**src/rtl/lsq_drain_unit_pkg.sv**
```systemverilog
// Shared types, size encodings and lane helpers for the LSQ drain unit.
`ifndef LSQ_SIZE
`define LSQ_SIZE 8
`endif

package lsq_drain_unit_pkg;

  localparam int ADDR_W = 32;
  localparam int DATA_W = 32;

  localparam logic [1:0] SZ_BYTE = 2'd0;
  localparam logic [1:0] SZ_HALF = 2'd1;
  localparam logic [1:0] SZ_WORD = 2'd2;

  typedef struct packed {
    logic              valid;
    logic              store;
    logic              ready;
    logic [ADDR_W-1:0] address;
    logic [DATA_W-1:0] data;
    int                tag;
    logic [1:0]        size;
    logic              unsigned_ld;
  } lsq_entry;

  typedef enum logic [2:0] {
    ST_IDLE       = 3'd0,
    ST_REQ        = 3'd1,
    ST_WAIT       = 3'd2,
    ST_DONE       = 3'd3,
    ST_FLUSH_WAIT = 3'd4
  } lsq_drain_state_t;

  // Byte-lane enables for a naturally aligned access of the given size.
  function automatic logic [3:0] byte_enables(input logic [1:0] size, input logic [1:0] lane);
    logic [3:0] be;
    case (size)
      SZ_BYTE: be = 4'b0001 << lane;
      SZ_HALF: be = 4'b0011 << lane;
      SZ_WORD: be = 4'b1111;
      default: be = 4'b1111;
    endcase
    return be;
  endfunction

endpackage

```
**src/rtl/lsq_drain_unit_load_align.sv**
```systemverilog
// Load data aligner: selects the addressed lane of a memory word and
// zero- or sign-extends it to the access size. Shared with store forwarding.
module load_align
  import lsq_drain_unit_pkg::*;
(
  input  logic [DATA_W-1:0] rdata,
  input  logic [1:0]        lane,
  input  logic [1:0]        size,
  input  logic              unsigned_ld,
  output logic [DATA_W-1:0] data
);

  logic [DATA_W-1:0] shifted;

  // Bring the addressed byte to bit 0, then trim and extend to the access size.
  always_comb begin
    shifted = rdata >> {lane, 3'b000};
    case (size)
      SZ_BYTE: begin
        if (unsigned_ld) begin
          data = {{(DATA_W-8){1'b0}}, shifted[7:0]};
        end else begin
          data = {{(DATA_W-8){shifted[7]}}, shifted[7:0]};
        end
      end
      SZ_HALF: begin
        if (unsigned_ld) begin
          data = {{(DATA_W-16){1'b0}}, shifted[15:0]};
        end else begin
          data = {{(DATA_W-16){shifted[15]}}, shifted[15:0]};
        end
      end
      default: data = shifted;
    endcase
  end

endmodule

```
**src/rtl/lsq_drain_unit.sv**
```systemverilog
// Drains the LSQ head one entry at a time into the data-memory port and
// returns aligned load data to the result bus.
module lsq_drain_unit
  import lsq_drain_unit_pkg::*;
(
  input  logic              clk,
  input  logic              reset,
  input  lsq_entry          lsq [`LSQ_SIZE],
  input  int                lsq_head,
  input  int                lsq_count,
  input  logic              rob_commit_valid,
  input  int                rob_commit_tag,
  input  logic              flush,
  output logic              dmem_req,
  output logic              dmem_we,
  output logic [ADDR_W-1:0] dmem_addr,
  output logic [DATA_W-1:0] dmem_wdata,
  output logic [3:0]        dmem_be,
  input  logic              dmem_gnt,
  input  logic              dmem_rvalid,
  input  logic [DATA_W-1:0] dmem_rdata,
  output logic              lsq_decrement,
  output logic              load_result_valid,
  output int                load_result_tag,
  output logic [DATA_W-1:0] load_result_data,
  output logic              busy
);

  lsq_drain_state_t  state_r, state_nxt_s;
  lsq_entry          head_s;
  logic              head_eligible_s;
  logic              latch_head_s;
  logic              capture_load_s;
  logic [DATA_W-1:0] aligned_s;

  int                tag_r;
  logic              store_r;
  logic [ADDR_W-1:0] addr_r;
  logic [1:0]        size_r;
  logic [DATA_W-1:0] data_r;
  logic              unsigned_r;
  int                result_tag_r;
  logic [DATA_W-1:0] result_data_r;

  // Head entry select; an out-of-range head yields an all-zero (invalid) entry.
  always_comb begin
    head_s = '0;
    for (int i = 0; i < `LSQ_SIZE; i++) begin
      if (lsq_head == i + 32'sd1) begin
        head_s = lsq[i];
      end else begin
        head_s = head_s;
      end
    end
  end

  // A store may only leave once the ROB commits exactly its tag.
  always_comb begin
    head_eligible_s = (lsq_count > 32'sd0) && head_s.valid && head_s.ready && !flush &&
                      (!head_s.store || (rob_commit_valid && (rob_commit_tag == head_s.tag)));
  end

  // Next-state selection plus the strobes that load holding and result registers.
  always_comb begin
    state_nxt_s    = state_r;
    latch_head_s   = 1'b0;
    capture_load_s = 1'b0;
    case (state_r)
      ST_IDLE: begin
        if (head_eligible_s) begin
          latch_head_s = 1'b1;
          state_nxt_s  = ST_REQ;
        end else begin
          state_nxt_s = ST_IDLE;
        end
      end
      ST_REQ: begin
        // A granted load that is flushed still owes us a response.
        if (dmem_gnt) begin
          state_nxt_s = (flush && !store_r) ? ST_FLUSH_WAIT : ST_WAIT;
        end else if (flush && !store_r) begin
          state_nxt_s = ST_IDLE;
        end else begin
          state_nxt_s = ST_REQ;
        end
      end
      ST_WAIT: begin
        if (dmem_rvalid) begin
          if (flush && !store_r) begin
            state_nxt_s = ST_IDLE;
          end else begin
            state_nxt_s    = ST_DONE;
            capture_load_s = !store_r;
          end
        end else if (flush && !store_r) begin
          state_nxt_s = ST_FLUSH_WAIT;
        end else begin
          state_nxt_s = ST_WAIT;
        end
      end
      ST_FLUSH_WAIT: begin
        if (dmem_rvalid) begin
          state_nxt_s = ST_IDLE;
        end else begin
          state_nxt_s = ST_FLUSH_WAIT;
        end
      end
      ST_DONE: state_nxt_s = ST_IDLE;
      default: state_nxt_s = ST_IDLE;
    endcase
  end

  // State register.
  always_ff @(posedge clk or negedge reset) begin
    if (!reset) begin
      state_r <= ST_IDLE;
    end else begin
      state_r <= state_nxt_s;
    end
  end

  // Holding registers keep the request stable while the head may change underneath.
  always_ff @(posedge clk or negedge reset) begin
    if (!reset) begin
      tag_r      <= 32'sd0;
      store_r    <= 1'b0;
      addr_r     <= {ADDR_W{1'b0}};
      size_r     <= 2'd0;
      data_r     <= {DATA_W{1'b0}};
      unsigned_r <= 1'b0;
    end else if (latch_head_s) begin
      tag_r      <= head_s.tag;
      store_r    <= head_s.store;
      addr_r     <= head_s.address;
      size_r     <= head_s.size;
      data_r     <= head_s.data;
      unsigned_r <= head_s.unsigned_ld;
    end
  end

  load_align u_load_align (
    .rdata       (dmem_rdata),
    .lane        (addr_r[1:0]),
    .size        (size_r),
    .unsigned_ld (unsigned_r),
    .data        (aligned_s)
  );

  // Load result is registered on the response so it is valid alongside DONE.
  always_ff @(posedge clk or negedge reset) begin
    if (!reset) begin
      result_tag_r  <= 32'sd0;
      result_data_r <= {DATA_W{1'b0}};
    end else if (capture_load_s) begin
      result_tag_r  <= tag_r;
      result_data_r <= aligned_s;
    end
  end

  // Memory request and retire strobes decoded from state and holding registers.
  always_comb begin
    dmem_req   = 1'b0;
    dmem_we    = 1'b0;
    dmem_addr  = {ADDR_W{1'b0}};
    dmem_wdata = {DATA_W{1'b0}};
    dmem_be    = 4'b0000;
    if (state_r == ST_REQ) begin
      dmem_req   = 1'b1;
      dmem_we    = store_r;
      dmem_addr  = addr_r;
      dmem_be    = byte_enables(size_r, addr_r[1:0]);
      dmem_wdata = store_r ? (data_r << {addr_r[1:0], 3'b000}) : {DATA_W{1'b0}};
    end else begin
      dmem_req = 1'b0;
    end
    lsq_decrement     = (state_r == ST_DONE);
    load_result_valid = (state_r == ST_DONE) && !store_r;
    busy              = (state_r != ST_IDLE);
  end

  assign load_result_tag  = result_tag_r;
  assign load_result_data = result_data_r;

endmodule

```
**config.mk**
```make
export PLATFORM = sky130hd
export DESIGN_NAME = lsq_drain_unit
export DESIGN_NICKNAME = d
export VERILOG_FILES = /design/src/rtl/lsq_drain_unit_pkg.sv /design/src/rtl/lsq_drain_unit_load_align.sv /design/src/rtl/lsq_drain_unit.sv
export SDC_FILE = /design/constraint.sdc
export NUM_CORES = 1
export LEC_CHECK = 0
export ABC_AREA = 1
export BUFFER_PORTS_ARGS = -buffer_cell sky130_fd_sc_hd__buf_2
export CORE_AREA = 5 5 415 417
export CTS_BUF_LIST = sky130_fd_sc_hd__clkbuf_16
export CTS_CLUSTER_DIAMETER = 30
export DETAILED_ROUTE_END_ITERATION = 12
export DIE_AREA = 0 0 420 422
export PLACE_DENSITY = 0.3
export SLEW_MARGIN = 20
export SYNTH_ARGS = -nofsm -noshare
export SYNTH_HDL_FRONTEND = slang
export SYNTH_SLANG_ARGS = --single-unit
```
**constraint.sdc**
```tcl
create_clock -name clk -period 3.1 [get_ports clk]
set_clock_uncertainty 0.2 [all_clocks]
set_input_delay 0.155 -clock clk [delete_from_list [all_inputs] [get_ports clk]]
set_output_delay 0.155 -clock clk [all_outputs]
set_load 0.05 [all_outputs]
```
* Word-level counts from Yosys, hierarchy flattened
Index checks and enable logic that the tools add are counted.
** Word-level totals
- Bits in registers :: 167
- Input port bits :: 950
- Output and inout port bits :: 137
- Logic and storage cells :: 73
** Operators by class
- Order comparisons :: 1
- Equal/unequal tests :: 14
- Shift-type cells :: 4
- Mux-type cells :: 31
- Reduce and logical (&&, ||, !) cells :: 14
** Operators by type and width (number)
- 102-bit 2-to-1 mux :: 8
- 32-bit 2-to-1 mux :: 5
- 32-bit by 4-bit == test with 1-bit output (second input constant) :: 4
- 32-bit by 3-bit == test with 1-bit output (second input constant) :: 2
- 32-bit case mux with 2 select lines :: 1
- 32-bit by 2-bit == test with 1-bit output (second input constant) :: 1
- 32-bit == test :: 1
- 32-bit by 5-bit == test with 1-bit output (second input constant) :: 1
- 32-bit by 1-bit > comparator with 1-bit output (second input constant) :: 1
- 32-bit by 5-bit left shift with 32-bit output :: 1
- 32-bit by 5-bit >> shifter with 32-bit output :: 1
- 3-bit 2-to-1 mux :: 4
- 3-bit case mux with 4 select lines :: 1
- 1-bit 2-to-1 mux :: 9
- 4-bit case mux with 2 select lines :: 1
- 1-bit logical AND :: 7
- 3-bit by 2-bit == test with 1-bit output (second input constant) :: 2
- 4-bit 2-to-1 mux :: 1
- 1-bit by 2-bit left shift with 4-bit output (first input constant) :: 1
- 2-bit by 2-bit left shift with 4-bit output (first input constant) :: 1
- 3-bit by 1-bit == test with 1-bit output (second input constant) :: 1
- 3-bit == test (second input constant) :: 1
- 1-bit logical NOT :: 3
- 3-bit logical NOT :: 1
- other kinds (5) :: 5

* Depth between registers and ports, before layout
- Depth after elaboration :: 15
- Depth in mapped cells :: 29
- Depth with buffers taken out :: 26

* Modules after synthesis
A second synthesis with hierarchy kept.
** Second synthesis, totals
- Cells, all modules :: 3003
- Area total of the unflattened synthesis :: 17579.4 um^2
** Modules (own cells, without submodules)
- lsq_drain_unit :: instances 1, cells each 2829, area an instance 16676.0 um^2, sequential area each 4179.0 um^2
- load_align :: instances 1, cells each 174, area an instance 903.4 um^2, sequential area each 0.0 um^2

* Worst setup path before layout
OpenSTA, ideal clock, no wires.
- Path type :: register -> output
- Start point :: reg state_r[2]
- End point :: out dmem_wdata[22]
- Arrival :: 3.773 ns
- Data required time :: 2.745 ns
- Slack :: -1.028 ns
- Cell stages (with the launch flop) :: 7
- Path buffers :: 1
- Cell sequence :: dfrtp_1 nor3_1 inv_1 nor2_1 clkbuf_1 nand2_1 a31oi_1
** On the way
- Word-level cells in the longest chain between the ends :: 2
** Ends and longest elaborated chain
- from (decl) :: RTL line lsq_drain_unit.sv:29 : lsq_drain_state_t state_r, state_nxt_s;
- from (signal assigned) :: RTL line lsq_drain_unit.sv:118 : state_r <= state_nxt_s;
- 3-bit by 1-bit == test with 1-bit output :: RTL line lsq_drain_unit.sv:167 : if (state_r == ST_REQ) begin
- 32-bit 2-to-1 mux :: RTL line lsq_drain_unit.sv:167
- to (decl) :: RTL line lsq_drain_unit.sv:17 : output logic [DATA_W-1:0] dmem_wdata,
No other way between the ends.

* Worst setup path in the final report
- Start point :: in lsq_head[2] (netlist bit)
- End point :: reg data_r[24]
** On the way
- Word-level cells in the longest chain between the ends :: 15
- Elaborated cells between the ends (all ways) :: 26
- Classes of those cells :: 9 x eq/ne; 10 x mux; 7 x reduce/logical
** Ends and longest elaborated chain
- from (decl) :: RTL line lsq_drain_unit.sv:9 : input int lsq_head,
- 32-bit by 2-bit == test with 1-bit output :: RTL line lsq_drain_unit.sv:49 : if (lsq_head == i + 32'sd1) begin
- 102-bit 2-to-1 mux (7 in series) :: RTL line lsq_drain_unit.sv:49
- 102-bit 2-to-1 mux * :: RTL line lsq_drain_unit.sv:49
- 32-bit == test / 1-bit logical AND (equally long branches) :: RTL line lsq_drain_unit.sv:60, lsq_drain_unit.sv:59
- 1-bit logical AND, on equally long branches :: RTL line lsq_drain_unit.sv:60, lsq_drain_unit.sv:59
- 1-bit logical OR / 1-bit logical AND (equally long branches) :: RTL line lsq_drain_unit.sv:60, lsq_drain_unit.sv:59
- 1-bit logical AND :: RTL line lsq_drain_unit.sv:59 : head_eligible_s = (lsq_count > 32'sd0) && head_s.valid && head_s.ready && !flush &&
- 1-bit 2-to-1 mux :: RTL line lsq_drain_unit.sv:70 : if (head_eligible_s) begin
- 1-bit 2-to-1 mux :: RTL line lsq_drain_unit.sv:68 : case (state_r)
- to (signal assigned) :: RTL line lsq_drain_unit.sv:129 : data_r <= {DATA_W{1'b0}};
- to (signal assigned) :: RTL line lsq_drain_unit.sv:136 : data_r <= head_s.data;
- to (decl) :: RTL line lsq_drain_unit.sv:40 : logic [DATA_W-1:0] data_r;
Every way passes the cells marked *; elsewhere a longest branch is shown, timed or not.
A chain may end at the register's enable or synchronous reset.

==> results by group <==
Clocking
  – Clock sink count: 167
  – Buffer depth of the longest clock path: 2
  – Clock-pin slew on the worst setup and hold paths: 0.10 ns
  – Root buffer cell: clkbuf_16
  – CTS tree: done
  – Skew-Pair Late Insertion Delay: 0.51 ns
  – Total CTS buffers: 17
  – # H-tree levels: 4

Yosys
  – Largest family of logic cells by synthesized area: simple AND/OR/NAND/NOR gates
  – Synth warn: 0
  – Number of distinct library cells after synthesis: 41
  – Synth Area in Simple Gates: 47.30%
  – Synth top area share: 26.08%
  – Area contributors post-synth: nand2_1 26%, dfrtp_1 23%, nand3_1 8.9%
  – Post-synthesis mux area share: 0%
  – Complex-gate fraction of the synthesized area: 16.23%
  – Count leader, synth: nand2_1
  – Number of flops mapped to enable cells by yosys: 0
  – Syn Std Cell Area: 18140 µm²
  – Number of synthesized register bits: 167
  – Post-Synthesis Cells: 3285
  – Synth Net Count: 4235
  – Post-Synth XOR/XNOR Area: 0%
  – Top cells by count, synth: 1260 x nand2_1, 338 x inv_1, 322 x nand3_1
  – Async S/R FF share, synth: 100.0%
  – Post-synthesis adder-cell area fraction: 0%
  – Largest area contributor in the netlist: nand2_1
  – Mapped Avg Cell Area: 5.521 µm²
  – Top_reg_cell synth: dfrtp_1
  – Post-synthesis sequential area ratio: 23.04%

Route
  – ANT nets after route: 0
  – DRC: 0
  – Wire length per cell: 29.54 µm
  – First-pass iteration count of the detailed router: 6
  – Via count: 29.46k
  – Met3 Wirelength: 10770 µm
  – Total length of routed wires: 206100 µm
  – Via density: 4.222
  – Uppermost layer routed: met5
  – Met1 wire length: 89810 µm
  – DRT iter0 DRCs: 2712
  – Met2 wire len: 100300 µm

Worst setup path
  – CP max stage cell: o221ai_1
  – Crit path DAT: 3.39 ns
  – CP top delay family: buffers and inverters
  – Worst Path Buf+Inv: 7
  – Crit-path cells: buf_2 -> inv_1 -> nand2_1 -> buf_4 -> nor2_1 -> nand2_1 -> nor2_2 -> buf_12 -> nand2_2 -> buf_4 -> nand3_1 -> nand4_1 -> buf_4 -> o221ai_1 -> a31oi_1 -> buf_4 -> nand2_2 -> nand2_1
  – Setup CP Type: input port to flip-flop
  – FF-to-FF path depth: 17
  – CP Depth: 18
  – CP peak stage delay: 0.50 ns
  – CP required: 3.31 ns
  – Cell mode on critical path: buf_4
  – CP startpoint kind: input port
  – Worst-path fanout max: 38
  – Crit path capture type: flip-flop

Timing
  – F_max: 314.1 MHz
  – Worst-margin pin slew: 0.9734 ns
  – RSZ-0062 raised after global routing: true
  – Rel. slew slack: 34.28%
  – Setup violations, final: 5
  – Final hold violation count: 0
  – Setup ws final: -0.08350 ns
  – Fin. max-slew vios: 0
  – WHS: 0.01402 ns
  – Final Cycle Share: 102.7%
  – Final Critical Period: 3.183 ns

Final layout
  – Fin cells: 6978
  – Design area: 32350 µm²
  – Fin nets: 5638
  – Synthesis-to-layout area growth: 78.38%
  – Share of layout cells above drive strength 1: 35.89%

Placement
  – Port bufs: 1086
  – Hpwl dp: 177500 µm
  – Post-Place Cells: 6687
  – DP Area: 28600 µm²
  – GPL Wtd Cong: 0.9941

Die
  – CORE AREA: 168300 µm²
  – Die span in x: 420 µm
  – IO Count: 1087
  – Rows: 151
  – Die area: 177200 µm²
  – Die height: 422 µm
  – Initial core utilization: 10.77%

Run status
  – Failing checks: negative setup slack
  – Status: complete, but fails checks

Global route
  – Initial antenna violation count: 201
  – First-pass GRT wire length: 265300 µm
  – Global Route Usage Sum: 22.07%
  – Pin count of the biggest net entering global routing: 133
  – Vias in the first global route: 28.66k
  – GR Overflow Total: 0

Run
  – Max-cap viol count: 0

Pwr
  – Design Power: 6.501 mW
  – Static Leakage: 17.18 nW
  – Pwr Density: 200.9 nW/µm²
  – VDD IR-drop max: 408.8 µV

Hold path
  – Worst Hold Class: input port to asynchronous set/reset pin
[layout make-up]
type	instances	area, µm²
Antenna cell	59	147.6
Clock buffer	17	425.4
Clock inverter	15	220.2
Fill cell	19860	136000
Inverter	368	1400
Multi-Input combinational cell	2512	12230
Sequential cell	167	4180
Tap cell	2218	2775
Timing Repair Buffer	1622	10980
[sequential cells by signal, summed over array words and instances (netlist names)]
name and count:
size_r 2, tag_r 32, data_r 32, state_r 3, store_r 1, addr_r 32
load_result_tag 32, load_result_data 32, unsigned_r 1
[metrics by stage]
stage	util [%]	setup TNS, ns	worst slack (ns)
floorplan	-	-0.7082	-0.1675
global placement	16.99	-97.70	-1.019
detailed placement	16.99	-94.33	-1.007
CTS	18.53	-0.02492	-0.01709
global route	19.17	-15.17	-0.1965
finish	19.22	-0.2388	-0.08350
[routing by layer]
metal	vias to the layer above	global-route usage, %
met4	28	5.648
li1	13620	-
met2	1267	37.44
met3	341	3.275
met1	14210	29.20
met5	-	0
[kinds of logic after synthesis]
family / after synthesis
and+or+nand+nor: 2023
AOI/OAI and AO/OA: 489
buffers and inverters: 606
DFF: 167
[cells in the final DEF (no fill, tap or decap), types with 39 or more instances in the layout]
master,instances
inv_1,337
a31oi_1,51
buf_12,52
nor2_1,210
diode_2,59
buf_4,292
o221ai_1,39
nand3_1,319
dfrtp_1,166
a21oi_1,105
nand2_2,85
buf_2,1066
nand2_1,1148
dlygate4sd3_1,168
nand4_1,138
o21ai_0,181
[where the power goes]
part | switching (mW) | internal (mW) | total, mW
sequential | 0.0209 | 2.21 | 2.23
clock | 1.26 | 1.18 | 2.44
combinational | 1.07 | 0.755 | 1.83
[path summary, 6_finish.rpt]
path | startpoint | to | slack (ns)
min in group clk | lsq[47] | data_r[12] | 0.02
max reg2reg | state_r[0] | data_r[27] | 0.11
max | lsq_head[2] | data_r[24] | -0.08
max in group asynchronous | reset | data_r[20] | 1.73
min reg2reg | load_result_tag[11] | load_result_tag[11] | 0.27
min | reset | load_result_data[26] | 0.01
[what timing repair did]
| item | 4_1_cts | 5_1_grt |
|---|---|---|
| setup endpoints to repair | 117 | 115 |
| gates cloned | 1 | 14 |
| pin swaps | 14 | 70 |
| hold buffers | 168 | 0 |
| endpoints found under the hold margin | 162 | 0 |
| setup buffers | 10 | 12 |
| gates resized for setup | 44 | 184 |
No activity file was read; power rests on OpenSTA's default activity.
